<file path="src/rtl/video_ts_task_queue_pkg.sv">
// Shared types for the TS render-task queue: field widths and the packed 40-bit task entry.
package video_ts_pkg;

    localparam int unsigned X_COORD_W = 9;
    localparam int unsigned X_SIZE_W  = 3;
    localparam int unsigned ADDR_W    = 6;
    localparam int unsigned LINE_W    = 9;
    localparam int unsigned PAGE_W    = 8;
    localparam int unsigned PAL_W     = 4;
    localparam int unsigned TASK_W    = 40;

    // Packed MSB-first: x_coord[39:31] .. pal[3:0]
    typedef struct packed {
        logic [X_COORD_W-1:0] x_coord;
        logic [X_SIZE_W-1:0]  x_size;
        logic                 flip;
        logic [ADDR_W-1:0]    addr;
        logic [LINE_W-1:0]    line;
        logic [PAGE_W-1:0]    page;
        logic [PAL_W-1:0]     pal;
    } ts_task_t;

endpackage

</file>
<file path="src/rtl/video_ts_task_queue_if.sv">
// Parser/renderer-facing bundle of the TS task queue; slave is the queue, master the surroundings.
interface video_ts_task_queue_if
    import video_ts_pkg::*;
#(
    parameter int unsigned AW = 2
) ();

    logic                 flush;
    logic                 enable;
    logic                 task_valid;
    logic                 task_ready;
    logic [X_COORD_W-1:0] task_x_coord;
    logic [X_SIZE_W-1:0]  task_x_size;
    logic                 task_flip;
    logic [ADDR_W-1:0]    task_addr;
    logic [LINE_W-1:0]    task_line;
    logic [PAGE_W-1:0]    task_page;
    logic [PAL_W-1:0]     task_pal;
    logic                 mem_rdy;
    logic                 tsr_go;
    logic [X_COORD_W-1:0] x_coord;
    logic [X_SIZE_W-1:0]  x_size;
    logic                 flip;
    logic [ADDR_W-1:0]    addr;
    logic [LINE_W-1:0]    line;
    logic [PAGE_W-1:0]    page;
    logic [PAL_W-1:0]     pal;
    logic [AW:0]          level;
    logic                 line_done;
    logic [7:0]           issued_cnt;

    modport slave (
        input  flush, enable, task_valid, task_x_coord, task_x_size, task_flip,
               task_addr, task_line, task_page, task_pal, mem_rdy,
        output task_ready, tsr_go, x_coord, x_size, flip, addr, line, page, pal,
               level, line_done, issued_cnt
    );

    modport master (
        output flush, enable, task_valid, task_x_coord, task_x_size, task_flip,
               task_addr, task_line, task_page, task_pal, mem_rdy,
        input  task_ready, tsr_go, x_coord, x_size, flip, addr, line, page, pal,
               level, line_done, issued_cnt
    );

endinterface

</file>
<file path="src/rtl/video_ts_task_fifo.sv">
// Synchronous FIFO with flush; head entry is read combinationally, no fall-through.
module video_ts_task_fifo
    import video_ts_pkg::*;
#(
    parameter int unsigned DEPTH = 4,
    parameter int unsigned AW    = 2,
    parameter int unsigned W     = TASK_W
) (
    input  logic          clk,
    input  logic          reset,
    input  logic          flush,
    input  logic          push,
    input  logic          pop,
    input  logic [W-1:0]  wdata,
    output logic [W-1:0]  rdata_c,
    output logic [AW:0]   count,
    output logic          full_c,
    output logic          empty_c
);

    localparam int unsigned CW = AW + 1;

    logic [W-1:0]  mem [DEPTH];
    logic [AW-1:0] wp;
    logic [AW-1:0] rp;
    logic          do_push;
    logic          do_pop;

    // A full FIFO refuses a push even when a pop frees a slot in the same cycle
    always_comb begin
        full_c  = (count == CW'(DEPTH));
        empty_c = (count == '0);
        do_push = push && !full_c;
        do_pop  = pop && !empty_c;
        rdata_c = mem[rp];
    end

    always_ff @(posedge clk) begin
        if (reset || flush) begin
            wp    <= '0;
            rp    <= '0;
            count <= '0;
        end else begin
            if (do_push) wp <= wp + AW'(1);
            if (do_pop)  rp <= rp + AW'(1);
            unique case ({do_push, do_pop})
                2'b10:   count <= count + CW'(1);
                2'b01:   count <= count - CW'(1);
                default: count <= count;
            endcase
        end
    end

    always_ff @(posedge clk) begin
        if (do_push && !flush && !reset) mem[wp] <= wdata;
    end

endmodule

</file>
<file path="src/rtl/video_ts_task_queue.sv">
// TS render-task buffer: queues parser tasks and launches one per renderer ready point.
module video_ts_task_queue
    import video_ts_pkg::*;
#(
    parameter int unsigned DEPTH = 4,
    parameter int unsigned AW    = 2
) (
    input  logic                    clk,
    input  logic                    reset,
    video_ts_task_queue_if.slave    bus
);

    ts_task_t          wr_task;
    ts_task_t          head;
    logic [TASK_W-1:0] head_bits;
    logic [AW:0]       count;
    logic              full_c;
    logic              empty_c;
    logic              ready_c;
    logic              go_c;
    logic [7:0]        issued_q;

    always_comb begin
        wr_task = '{x_coord: bus.task_x_coord, x_size: bus.task_x_size, flip: bus.task_flip,
                    addr: bus.task_addr, line: bus.task_line, page: bus.task_page,
                    pal: bus.task_pal};
        head    = ts_task_t'(head_bits);
        ready_c = !full_c && !bus.flush && !reset;
        // Straight from mem_rdy so the renderer can chain the next task at its ready point
        go_c    = bus.enable && bus.mem_rdy && !empty_c && !bus.flush && !reset;
    end

    video_ts_task_fifo #(
        .DEPTH (DEPTH),
        .AW    (AW),
        .W     (TASK_W)
    ) u_fifo (
        .clk     (clk),
        .reset   (reset),
        .flush   (bus.flush),
        .push    (bus.task_valid && ready_c),
        .pop     (go_c),
        .wdata   (TASK_W'(wr_task)),
        .rdata_c (head_bits),
        .count   (count),
        .full_c  (full_c),
        .empty_c (empty_c)
    );

    always_ff @(posedge clk) begin
        if (reset || bus.flush)           issued_q <= '0;
        else if (go_c && issued_q != 8'hFF) issued_q <= issued_q + 8'd1;
    end

    assign bus.task_ready = ready_c;
    assign bus.tsr_go     = go_c;
    assign bus.x_coord    = head.x_coord;
    assign bus.x_size     = head.x_size;
    assign bus.flip       = head.flip;
    assign bus.addr       = head.addr;
    assign bus.line       = head.line;
    assign bus.page       = head.page;
    assign bus.pal        = head.pal;
    assign bus.level      = count;
    assign bus.line_done  = empty_c && bus.mem_rdy && !go_c;
    assign bus.issued_cnt = issued_q;

endmodule

</file>
<file path="src/flat_wrapper.sv">
// flat-port wrapper written by rule: the top's interface ports become plain ports
module video_ts_task_queue_flat import video_ts_pkg::*;
#(
    parameter int unsigned DEPTH = 4,
    parameter int unsigned AW    = 2
)
  (clk, reset, bus_flush, bus_enable, bus_task_valid, bus_task_x_coord, bus_task_x_size, bus_task_flip, bus_task_addr, bus_task_line, bus_task_page, bus_task_pal, bus_mem_rdy, bus_task_ready, bus_tsr_go, bus_x_coord, bus_x_size, bus_flip, bus_addr, bus_line, bus_page, bus_pal, bus_level, bus_line_done, bus_issued_cnt);
  video_ts_task_queue_if #(.AW(AW)) bus_i ();
  input  logic clk;
  input  logic reset;
  input wire logic [$bits(bus_i.flush)-1:0] bus_flush;
  input wire logic [$bits(bus_i.enable)-1:0] bus_enable;
  input wire logic [$bits(bus_i.task_valid)-1:0] bus_task_valid;
  input wire logic [$bits(bus_i.task_x_coord)-1:0] bus_task_x_coord;
  input wire logic [$bits(bus_i.task_x_size)-1:0] bus_task_x_size;
  input wire logic [$bits(bus_i.task_flip)-1:0] bus_task_flip;
  input wire logic [$bits(bus_i.task_addr)-1:0] bus_task_addr;
  input wire logic [$bits(bus_i.task_line)-1:0] bus_task_line;
  input wire logic [$bits(bus_i.task_page)-1:0] bus_task_page;
  input wire logic [$bits(bus_i.task_pal)-1:0] bus_task_pal;
  input wire logic [$bits(bus_i.mem_rdy)-1:0] bus_mem_rdy;
  output wire logic [$bits(bus_i.task_ready)-1:0] bus_task_ready;
  output wire logic [$bits(bus_i.tsr_go)-1:0] bus_tsr_go;
  output wire logic [$bits(bus_i.x_coord)-1:0] bus_x_coord;
  output wire logic [$bits(bus_i.x_size)-1:0] bus_x_size;
  output wire logic [$bits(bus_i.flip)-1:0] bus_flip;
  output wire logic [$bits(bus_i.addr)-1:0] bus_addr;
  output wire logic [$bits(bus_i.line)-1:0] bus_line;
  output wire logic [$bits(bus_i.page)-1:0] bus_page;
  output wire logic [$bits(bus_i.pal)-1:0] bus_pal;
  output wire logic [$bits(bus_i.level)-1:0] bus_level;
  output wire logic [$bits(bus_i.line_done)-1:0] bus_line_done;
  output wire logic [$bits(bus_i.issued_cnt)-1:0] bus_issued_cnt;
  assign bus_i.flush = bus_flush;
  assign bus_i.enable = bus_enable;
  assign bus_i.task_valid = bus_task_valid;
  assign bus_i.task_x_coord = bus_task_x_coord;
  assign bus_i.task_x_size = bus_task_x_size;
  assign bus_i.task_flip = bus_task_flip;
  assign bus_i.task_addr = bus_task_addr;
  assign bus_i.task_line = bus_task_line;
  assign bus_i.task_page = bus_task_page;
  assign bus_i.task_pal = bus_task_pal;
  assign bus_i.mem_rdy = bus_mem_rdy;
  assign bus_task_ready = bus_i.task_ready;
  assign bus_tsr_go = bus_i.tsr_go;
  assign bus_x_coord = bus_i.x_coord;
  assign bus_x_size = bus_i.x_size;
  assign bus_flip = bus_i.flip;
  assign bus_addr = bus_i.addr;
  assign bus_line = bus_i.line;
  assign bus_page = bus_i.page;
  assign bus_pal = bus_i.pal;
  assign bus_level = bus_i.level;
  assign bus_line_done = bus_i.line_done;
  assign bus_issued_cnt = bus_i.issued_cnt;
  video_ts_task_queue #(.DEPTH(DEPTH), .AW(AW)) u_core (.clk(clk), .reset(reset), .bus(bus_i));
endmodule
</file>
<file path="config.mk">
export PLATFORM = sky130hd
export DESIGN_NAME = video_ts_task_queue_flat
export DESIGN_NICKNAME = d
export VERILOG_FILES = /design/src/rtl/video_ts_task_queue_pkg.sv /design/src/rtl/video_ts_task_queue_if.sv /design/src/rtl/video_ts_task_fifo.sv /design/src/rtl/video_ts_task_queue.sv /design/src/flat_wrapper.sv
export SDC_FILE = /design/constraint.sdc
export NUM_CORES = 1
export LEC_CHECK = 0
export ABC_CLOCK_PERIOD_IN_PS = 2900
export CORE_MARGIN = 2
export CORE_UTILIZATION = 39
export DETAILED_ROUTE_END_ITERATION = 16
export PLACE_DENSITY = 0.58
export SKIP_LAST_GASP = 1
export SLEW_MARGIN = 20
export SYNTH_ARGS = -nofsm -noshare
export SYNTH_HDL_FRONTEND = slang
export SYNTH_SLANG_ARGS = --single-unit
</file>
<file path="constraint.sdc">
create_clock -name clk -period 2.9 [get_ports clk]
set_input_delay 0.725 -clock clk [delete_from_list [all_inputs] [get_ports clk]]
set_output_delay 0.725 -clock clk [all_outputs]
set_load 0.01 [all_outputs]
</file>
Word-level counts from Yosys, hierarchy flattened. Memory sizes are Yosys's and may differ from the RTL's. A register that Yosys moved wholly into a read port is not among the register bits. Index checks and enable logic that the tools add are counted.

Bits of input ports: 46. Memories kept: 1. Word-level logic and storage cells: 41. Register bits: 15. Bits in writable memories: 160.

Memories: u_core.u_fifo.mem (words 4, width 40, rd ports 1, clocked after Yosys merged registers in 1, wr ports 1, RTL line video_ts_task_fifo.sv:23) `logic [W-1:0] mem [DEPTH];`.

Reductions and logical operators: 22. Muxes and demuxes: 5. Eq/ne operators: 4. Add/subtract/negate cells: 5.

Operator list (number): logical AND 1 bit (14); adder 8 x 1 -> 8 bit, second input constant (1); inequality test 8 bit, second input constant (1); one-hot mux 3 bit (2 select lines) (1); zero test 1 bit (5); adder 2 x 1 -> 2 bit, second input constant (2); two-way mux 2 bit (2); adder 3 x 1 -> 3 bit, second input constant (1); == test 3 bit, second input constant (1); zero test 3 bit (1); subtractor 3 x 1 -> 3 bit, second input constant (1); == test 2 x 1 -> 1 bit, second input constant (1); == test 2 bit, second input constant (1); two-way mux 1 bit (2); nonzero test 2 bit (1); logical OR 1 bit (1).

Longest topological paths before layout. Gate-level depths: netlist of the first run.

Word-level depth: 10. Depth in mapped cells: 9. Depth with buffers taken out: 9.

Modules after synthesis. Synthesis of the first run repeated with hierarchy kept, for this count alone.

Cells, all modules: 313. Area total of the unflattened synthesis: 6682.7 sq um.

Modules (own cells, without submodules): video_ts_task_fifo (cells each 264, area each 6239.7 sq um, times used 1); video_ts_task_queue (cells each 49, area each 442.9 sq um, times used 1).

Worst setup path after synthesis of the first run. No wires, ideal clock.

Path type: input -> register. Start point: input bus_flush. End point: memory u_core.u_fifo.mem[0][0] (netlist name) (enable). Arrival: 2267 ps. Slack: 232 ps. Cell stages on the path: 3. Buffers on the path: 0. Required time: 2499 ps. Path through: nor2_1 > o311a_1 > and2_1.

Longest elaborated chain between the ends: 9.

Ends and longest elaborated chain: from (decl) (RTL line flat_wrapper.sv:11) `input wire logic [$bits(bus_i.flush)-1:0] bus_flush;`; zero test 1 bit * (RTL line video_ts_task_fifo.sv:55, video_ts_task_queue.sv:28); logical AND 1 bit (2 in series) (RTL line video_ts_task_queue.sv:28) `ready_c = !full_c && !bus.flush && !reset;`; logical AND 1 bit (RTL line video_ts_task_queue.sv:41) `.push (bus.task_valid && ready_c),`; logical AND 1 bit (RTL line video_ts_task_fifo.sv:33) `do_push = push && !full_c;`; logical AND 1 bit * (2 in series) (RTL line video_ts_task_fifo.sv:55) `if (do_push && !flush && !reset) mem[wp] <= wdata;`; two-way mux 1 bit * (RTL line video_ts_task_fifo.sv:55); two-way mux 1 bit (not written as such) * (RTL line video_ts_task_fifo.sv:55); to (decl) (RTL line video_ts_task_fifo.sv:23).

Mark *: on every way between the ends. The rest lies on a longest branch, timed or not.

==> results of run 1 <==
==> worst max path at each step <==
stage	to	slack (ps)	depth (start not counted)
after floorplan	u_core.u_fifo.mem[0][0]	230	3
after global placement	bus_tsr_go	30	4
after detailed placement	u_core.u_fifo.count[2]	-30	9
after CTS	bus_x_coord[7]	-9	3
after global routing	bus_x_coord[7]	-40	3
final	bus_x_coord[7]	50	3
==> sequential cells by signal, summed over array words and instances, names as in the netlist, named ones only <==
| signal | flops |
|---|---|
| u_core.bus.issued_cnt | 8 |
| u_core.u_fifo.count | 3 |
| u_core.u_fifo.mem | 160 |
| u_core.u_fifo.rp | 2 |
| u_core.u_fifo.wp | 2 |
==> layout by cell type (no fill, tap or decap), types with 2 or more instances in the layout <==
| cell | synthesis | layout |
|---|---|---|
| buf_4 | 0 | 16 |
| buf_12 | 0 | 9 |
| inv_1 | 8 | 8 |
| clkdlybuf4s50_1 | 0 | 95 |
| and2_2 | 2 | 6 |
| bufinv_16 | 0 | 7 |
| ha_1 | 6 | 6 |
| mux4_2 | 40 | 40 |
| dfxtp_1 | 17 | 15 |
| o21ai_0 | 2 | 2 |
| o211ai_1 | 4 | 4 |
| edfxtp_1 | 160 | 160 |
| dlymetal6s2s_1 | 0 | 3 |
| a21oi_1 | 4 | 4 |
| clkbuf_16 | 0 | 17 |
| o31ai_1 | 5 | 5 |
| nor2_1 | 12 | 12 |
| xnor2_1 | 2 | 2 |
| nand3_1 | 3 | 3 |
| xor2_1 | 5 | 5 |
| nand2_1 | 3 | 3 |
| or3_1 | 2 | 2 |
| clkinvlp_4 | 0 | 3 |
| inv_6 | 0 | 2 |
==> worst reg2reg max path, delay by kind of cell (launching register included) <==
kind	cells	cell delay, ps
adders and majority gates	2	530
DFF	1	450
AOI/OAI and AO/OA	2	520
xor gates and xnor gates	1	160
buffers and inverters	3	210
and+or+nand+nor	1	300
==> metal layers <==
| layer | GRT usage | vias to the layer above | share of wire | routed length (µm) |
|---|---|---|---|---|
| li1 | - | 1502 | - | - |
| met1 | 0.1787 | 1686 | 0.44 | 5317 |
| met2 | 0.2313 | 92 | 0.49 | 5881 |
| met3 | 0.04617 | 17 | 0.059 | 718 |
| met4 | 0.05439 | 0 | 0.017 | 206 |
| met5 | 0 | - | 0 | 0 |
==> power groups by stage <==
stage	combinational, mW	clock [mW]	sequential [mW]
after floorplan	0.0486	0	2.86
after global placement	0.184	0	2.86
after CTS	0.189	2.67	2.80
final	0.186	2.62	2.80
after global routing	0.200	2.76	2.80
after detailed placement	0.188	0	2.86
==> kinds of logic after synthesis <==
kind of cell,after synthesis,share of synthesized area
and+or+nand+nor,33,0.03033
xor gates and xnor gates,7,0.009232
adders and majority gates,7,0.01432
AOI/OAI and AO/OA,18,0.02336
DFF,177,0.7747
muxes,41,0.1372
buffers and inverters,18,0.01093
==> layout make-up <==
class / count / area, µm²
clock buffer: 18 / 429.2
tap: 220 / 275.3
fill: 1306 / 7772
clock inverter: 14 / 259.0
sequential: 177 / 5150
timing repair buffer: 124 / 1297
multi-input combinational: 106 / 1429
inverter: 8 / 30.03
==> per-stage QoR <==
stage	power, mW	cells	instance area (µm²)	hold WS, ps	TNS, ps
5_1_grt	5.768	667	8870	565.7	-93.06
6_report	5.614	667	8870	539.3	0
3_3_place_gp	3.042	630	8138	496.4	0
2_1_floorplan	2.909	301	6641	484.7	0
3_5_place_dp	3.047	630	8138	520.0	-32.58
4_1_cts	5.664	665	8847	542.7	-8.678
==> what timing repair did <==
action	in CTS	in global routing
endpoints found under the setup margin	31	16
resized for setup	1	3
buffers inserted	3	2
cloned	0	0
==> Yosys cell counts <==
library cell,count
mux4_2,40
o31ai_1,5
nor2_1,12
o211ai_1,4
and3_2,1
and4bb_4,1
buf_2,4
or3_1,2
fa_1,1
and2_2,2
o2111ai_4,1
ha_1,6
dfxtp_1,17
o211ai_4,1
nand2_1,3
o311a_1,1
or2_2,1
clkbuf_1,6
xor2_1,5
or3_4,1
inv_1,8
and2_1,4
nand4_4,1
o21ai_0,2
nand3_1,3
a21oi_1,4
mux2i_1,1
and4_1,1
and3_1,1
xnor2_1,2
edfxtp_1,160
==> flow_metrics.tcl, run 1 <==
set metrics [dict create \
    status "complete, no violations" \
    finalSetupViolations 0 \
    grt_pass1_vias 3489 \
    finalHoldViolCount 0 \
    grt_usage 0.1422 \
    wl_per_cell_um 18.18 \
    yosys_warnings 0 \
    root_buffer "clkbuf_16" \
    rsz0062_at_grt "true" \
    hpwl_um 7577 \
    overflow 0 \
    ioPinCount 100 \
    rows 47 \
    via_per_inst 4.943 \
    slowest_delay_ps 530 \
    antenna_left 0 \
    worst_slack_ps 47.90 \
    cts_sinks 177 \
    p_per_area_nw_per_um2 632.9 \
    drt_first_pass_iters 4 \
    period_minus_slack_ps 2852 \
    place_congestion 0.7582 \
    avgSynthCellArea_um2 22.06 \
    cts_hold_buf 0 \
    critical_path.top_delay_family "buffers and inverters" \
    slew_violations 0 \
    holdCritStartpoint "u_core.bus.issued_cnt[7]" \
    synth-seq-cells 177 \
    comb_power_share 0.033 \
    syn-cell-area_um2 6641 \
    relSlewSlack 0.7944 \
    min_to "u_core.bus.issued_cnt[7]" \
    die_h_um 134.5 \
    antenna_found_initial 0 \
    clkPwrFrac 0.467 \
    p_int_mw 4.612 \
    maxCapViolCount 0 \
    crit_type "reg2out" \
    reg2reg_slack_ps 660 \
    path_max_fanout 9 \
    die_w_um 134.5 \
    finish.utilization 0.5330 \
    worst_pin_slew_ps 306.9 \
    port_buffers 99 \
    path_buf_inv 2 \
    core_area_um2 16640 \
    layout_worst_path_cycle_share 0.9835 \
    dieArea_um2 18090 \
    start_kind "flop" \
    antennaDiodeCount 0 \
    path_clk_slew_ps 60 \
    drt_iter0_markers 231 \
    fmax_ghz 0.3506 \
    finalWirelength_um 12130 \
    r2r_end "u_core.u_fifo.count[2]" \
    start_util 0.3991 \
    grt_pass1_wl_um 19000 \
    cp_data_arrival_time_ps 2130 \
    drc_errors 0 \
    whs_path_depth 2 \
    vias 3297 \
    htreeDepth 4 \
    ys_seq_area_frac 0.7747 \
    power_switching_share 0.1785 \
    layout-drive-gt1-share 0.2461 \
    switchingPower_mw 1.002 \
    crit_slowest_cell "mux4_2" \
    cts_tree "yes" \
    place_ws_ps -32.58 \
    critPathCaptureType "primary output" \
    synthToLayoutAreaGrowth_pct 33.55 \
    clk_latency_ps 420 \
    leakage_nw 2.868 \
    max-vdd-ir-drop_mv 0.4252 \
    final_nets 487 \
    syn_inst 301 \
    clockBufferDepth 2 \
    grt_start_max_net_pins 29 \
    ys_types 31 \
    synth_top_area_frac 0.7234 \
    hp-class "reg2reg" \
    required_ps 2170 \
    reg2reg_from "u_core.u_fifo.count[2]" \
    seq_power_share 0.499 \
    r2r_cells 9 \
    cts_buffers 17 \
    finClkSkew_ps 6.182 \
    synth.area.top_cells "edfxtp_1, mux4_2, dfxtp_1, ha_1, nor2_1" \
    path_cells "buf_4, mux4_2, clkdlybuf4s50_1" \
    synth_top_cell_by_area "edfxtp_1" \
    syn-num-nets 354 \
]
Power figures use the tool's default switching activity.
==> run 2, diff against run 1 <==
--- a/config.mk
+++ b/config.mk
@@ -6,6 +6,7 @@
 export NUM_CORES = 1
 export LEC_CHECK = 0
 export ABC_CLOCK_PERIOD_IN_PS = 2900
+export CAP_MARGIN = 20
 export CORE_MARGIN = 2
 export CORE_UTILIZATION = 39
 export DETAILED_ROUTE_END_ITERATION = 16
==> results of run 2 <==
Final layout, timing and power as in run 1 (identical DEF).
==> run 3, diff against run 2 <==
--- a/config.mk
+++ b/config.mk
@@ -11,6 +11,7 @@
 export CORE_UTILIZATION = 39
 export DETAILED_ROUTE_END_ITERATION = 16
 export PLACE_DENSITY = 0.58
+export RECOVER_POWER = 25
 export SKIP_LAST_GASP = 1
 export SLEW_MARGIN = 20
 export SYNTH_ARGS = -nofsm -noshare
==> run 3 against run 2 <==
Final area barely moved. Via count fell by 0.61%. Utilization about the same. Setup slack got worse by 1.2 ps. Worst hold slack is essentially flat. Flip-flop and latch count unchanged. Wire length is 0.32% lower. Count of clock-buffer cells in the layout did not move. Sequential share of layout area about the same. Power down 0.16%. Global-route usage did not move. Critical path type unchanged.
==> flow_metrics.tcl, run 3 (synthesis results as in run 1) <==
set metrics [dict create \
    grt_pass1_wl_um 19000 \
    holdCritStartpoint "u_core.bus.issued_cnt[7]" \
    fmax_ghz 0.3505 \
    min_to "u_core.bus.issued_cnt[7]" \
    htreeDepth 4 \
    finalHoldViolCount 0 \
    path_max_fanout 9 \
    antenna_left 0 \
    finalNonFillerCells 668 \
    clockBufferDepth 2 \
    hp-class "reg2reg" \
    dieArea_um2 18090 \
    layout-drive-gt1-share 0.2461 \
    critPathCaptureType "primary output" \
    final_area_um2 8872 \
    crit_type "reg2out" \
    place_ws_ps -32.58 \
    layout_common_cells "edfxtp_1, clkdlybuf4s50_1, mux4_2, dlygate4sd3_1, clkbuf_16" \
    whs_path_depth 2 \
    path_cells "buf_4, mux4_2, clkdlybuf4s50_1" \
    worst_pin_slew_ps 306.9 \
    finalWirelength_um 12090 \
    relSlewSlack 0.7944 \
    core_area_um2 16640 \
    cts_sinks 177 \
    die_h_um 134.5 \
    p_per_area_nw_per_um2 631.7 \
    grt_usage 0.1422 \
    leakage_nw 2.874 \
    period_minus_slack_ps 2853 \
    max-vdd-ir-drop_mv 0.4240 \
    path_clk_slew_ps 60 \
    reg2reg_slack_ps 660 \
    grt_pass1_vias 3489 \
    fillers 1306 \
    final_common_cell "edfxtp_1" \
    r2r_cells 9 \
    worst_slack_ps 46.70 \
    port_buffers 99 \
    start_kind "flop" \
    layout_worst_path_cycle_share 0.9839 \
    via_per_inst 4.906 \
    rows 47 \
    wl_per_cell_um 18.09 \
    regMostFlops "u_core.u_fifo.mem" \
    place_inst 630 \
    r2r_end "u_core.u_fifo.count[2]" \
    finalPower_mw 5.605 \
    required_ps 2170 \
    overflow 0 \
    status "complete, no violations" \
    cp_data_arrival_time_ps 2130 \
    die_w_um 134.5 \
    cts_buffers 17 \
    vias 3277 \
    finClkSkew_ps 6.327 \
    cts_tree "yes" \
    slew_violations 0 \
    final_nets 487 \
    place_congestion 0.7582 \
    place_area_um2 8138 \
    reg2reg_from "u_core.u_fifo.count[2]" \
    start_util 0.3991 \
    crit_slowest_cell "mux4_2" \
    hpwl_um 7577 \
    finalSetupViolations 0 \
    slowest_delay_ps 530 \
    clk_latency_ps 420 \
    largest_register_ffs 160 \
    drt_iter0_markers 208 \
    maxCapViolCount 0 \
    root_buffer "clkbuf_16" \
    ioPinCount 100 \
    synthToLayoutAreaGrowth_pct 33.59 \
    drc_errors 0 \
    grt_start_max_net_pins 29 \
    antenna_found_initial 2 \
    drt_first_pass_iters 4 \
    rsz0062_at_grt "true" \
]
==> run 3: power by group <==
group	switching, mW	internal (mW)	total, mW
Clock	0.919	1.70	2.62
Sequential	0.00513	2.80	2.80
Combinational	0.0750	0.104	0.179
==> run 3: how the worst max path moves through the flow <==
stage	from	end	slack (ps)	depth (start not counted)
6_report	flop	bus_x_coord[7]	50	3
5_1_grt	flop	bus_x_coord[7]	-40	3
4_1_cts	flop	bus_x_coord[7]	-9	3
3_5_place_dp	reset	u_core.u_fifo.count[2]	-30	9
3_3_place_gp	reset	bus_tsr_go	30	4
2_1_floorplan	bus_flush	u_core.u_fifo.mem[0][0]	230	3
==> run 3: layout make-up <==
cell class / instances / area, µm² / area share
diodes: 1 / 2.502 / 0.0002820
clock buffers: 18 / 429.2 / 0.04837
clock inverters: 14 / 259.0 / 0.02919
inverters: 8 / 30.03 / 0.003385
multi-input cells: 106 / 1429 / 0.1610
flip-flops and latches: 177 / 5150 / 0.5805
well taps: 220 / 275.3 / 0.03103
repair buffers: 124 / 1297 / 0.1462
==> run 3: repair_timing <==
item | 4_1_cts | 5_1_grt
buffers inserted | 3 | 2
hold buffers | 0 | 0
gates cloned | 0 | 0
endpoints found under the setup margin | 31 | 16
resized for setup | 1 | 3
==> run 3: through the flow <==
step / TNS (ps) / hold WS, ps / util
after CTS: -8.678 / 542.7 / 0.5316
after detailed placement: -32.58 / 520.0 / 0.4890
final: 0 / 539.3 / 0.5331
after global placement: 0 / 496.4 / 0.4890
after global routing: -93.06 / 565.7 / 0.5331
after floorplan: 0 / 484.7 / -
==> run 3: critical path, delay by kind of cell, from the launching register on <==
family | cells | cell delay [ps]
buffers and inverters | 2 | 710
multiplexers | 1 | 530
flip-flops | 1 | 460
==> run 3: routing by layer <==
| metal | track usage | wire (µm) | vias to the layer above |
|---|---|---|---|
| li1 | - | - | 1504 |
| met1 | 0.1787 | 5257 | 1666 |
| met2 | 0.2313 | 5909 | 86 |
| met3 | 0.04617 | 695 | 19 |
| met4 | 0.05439 | 209 | 2 |
| met5 | 0 | 13 | - |
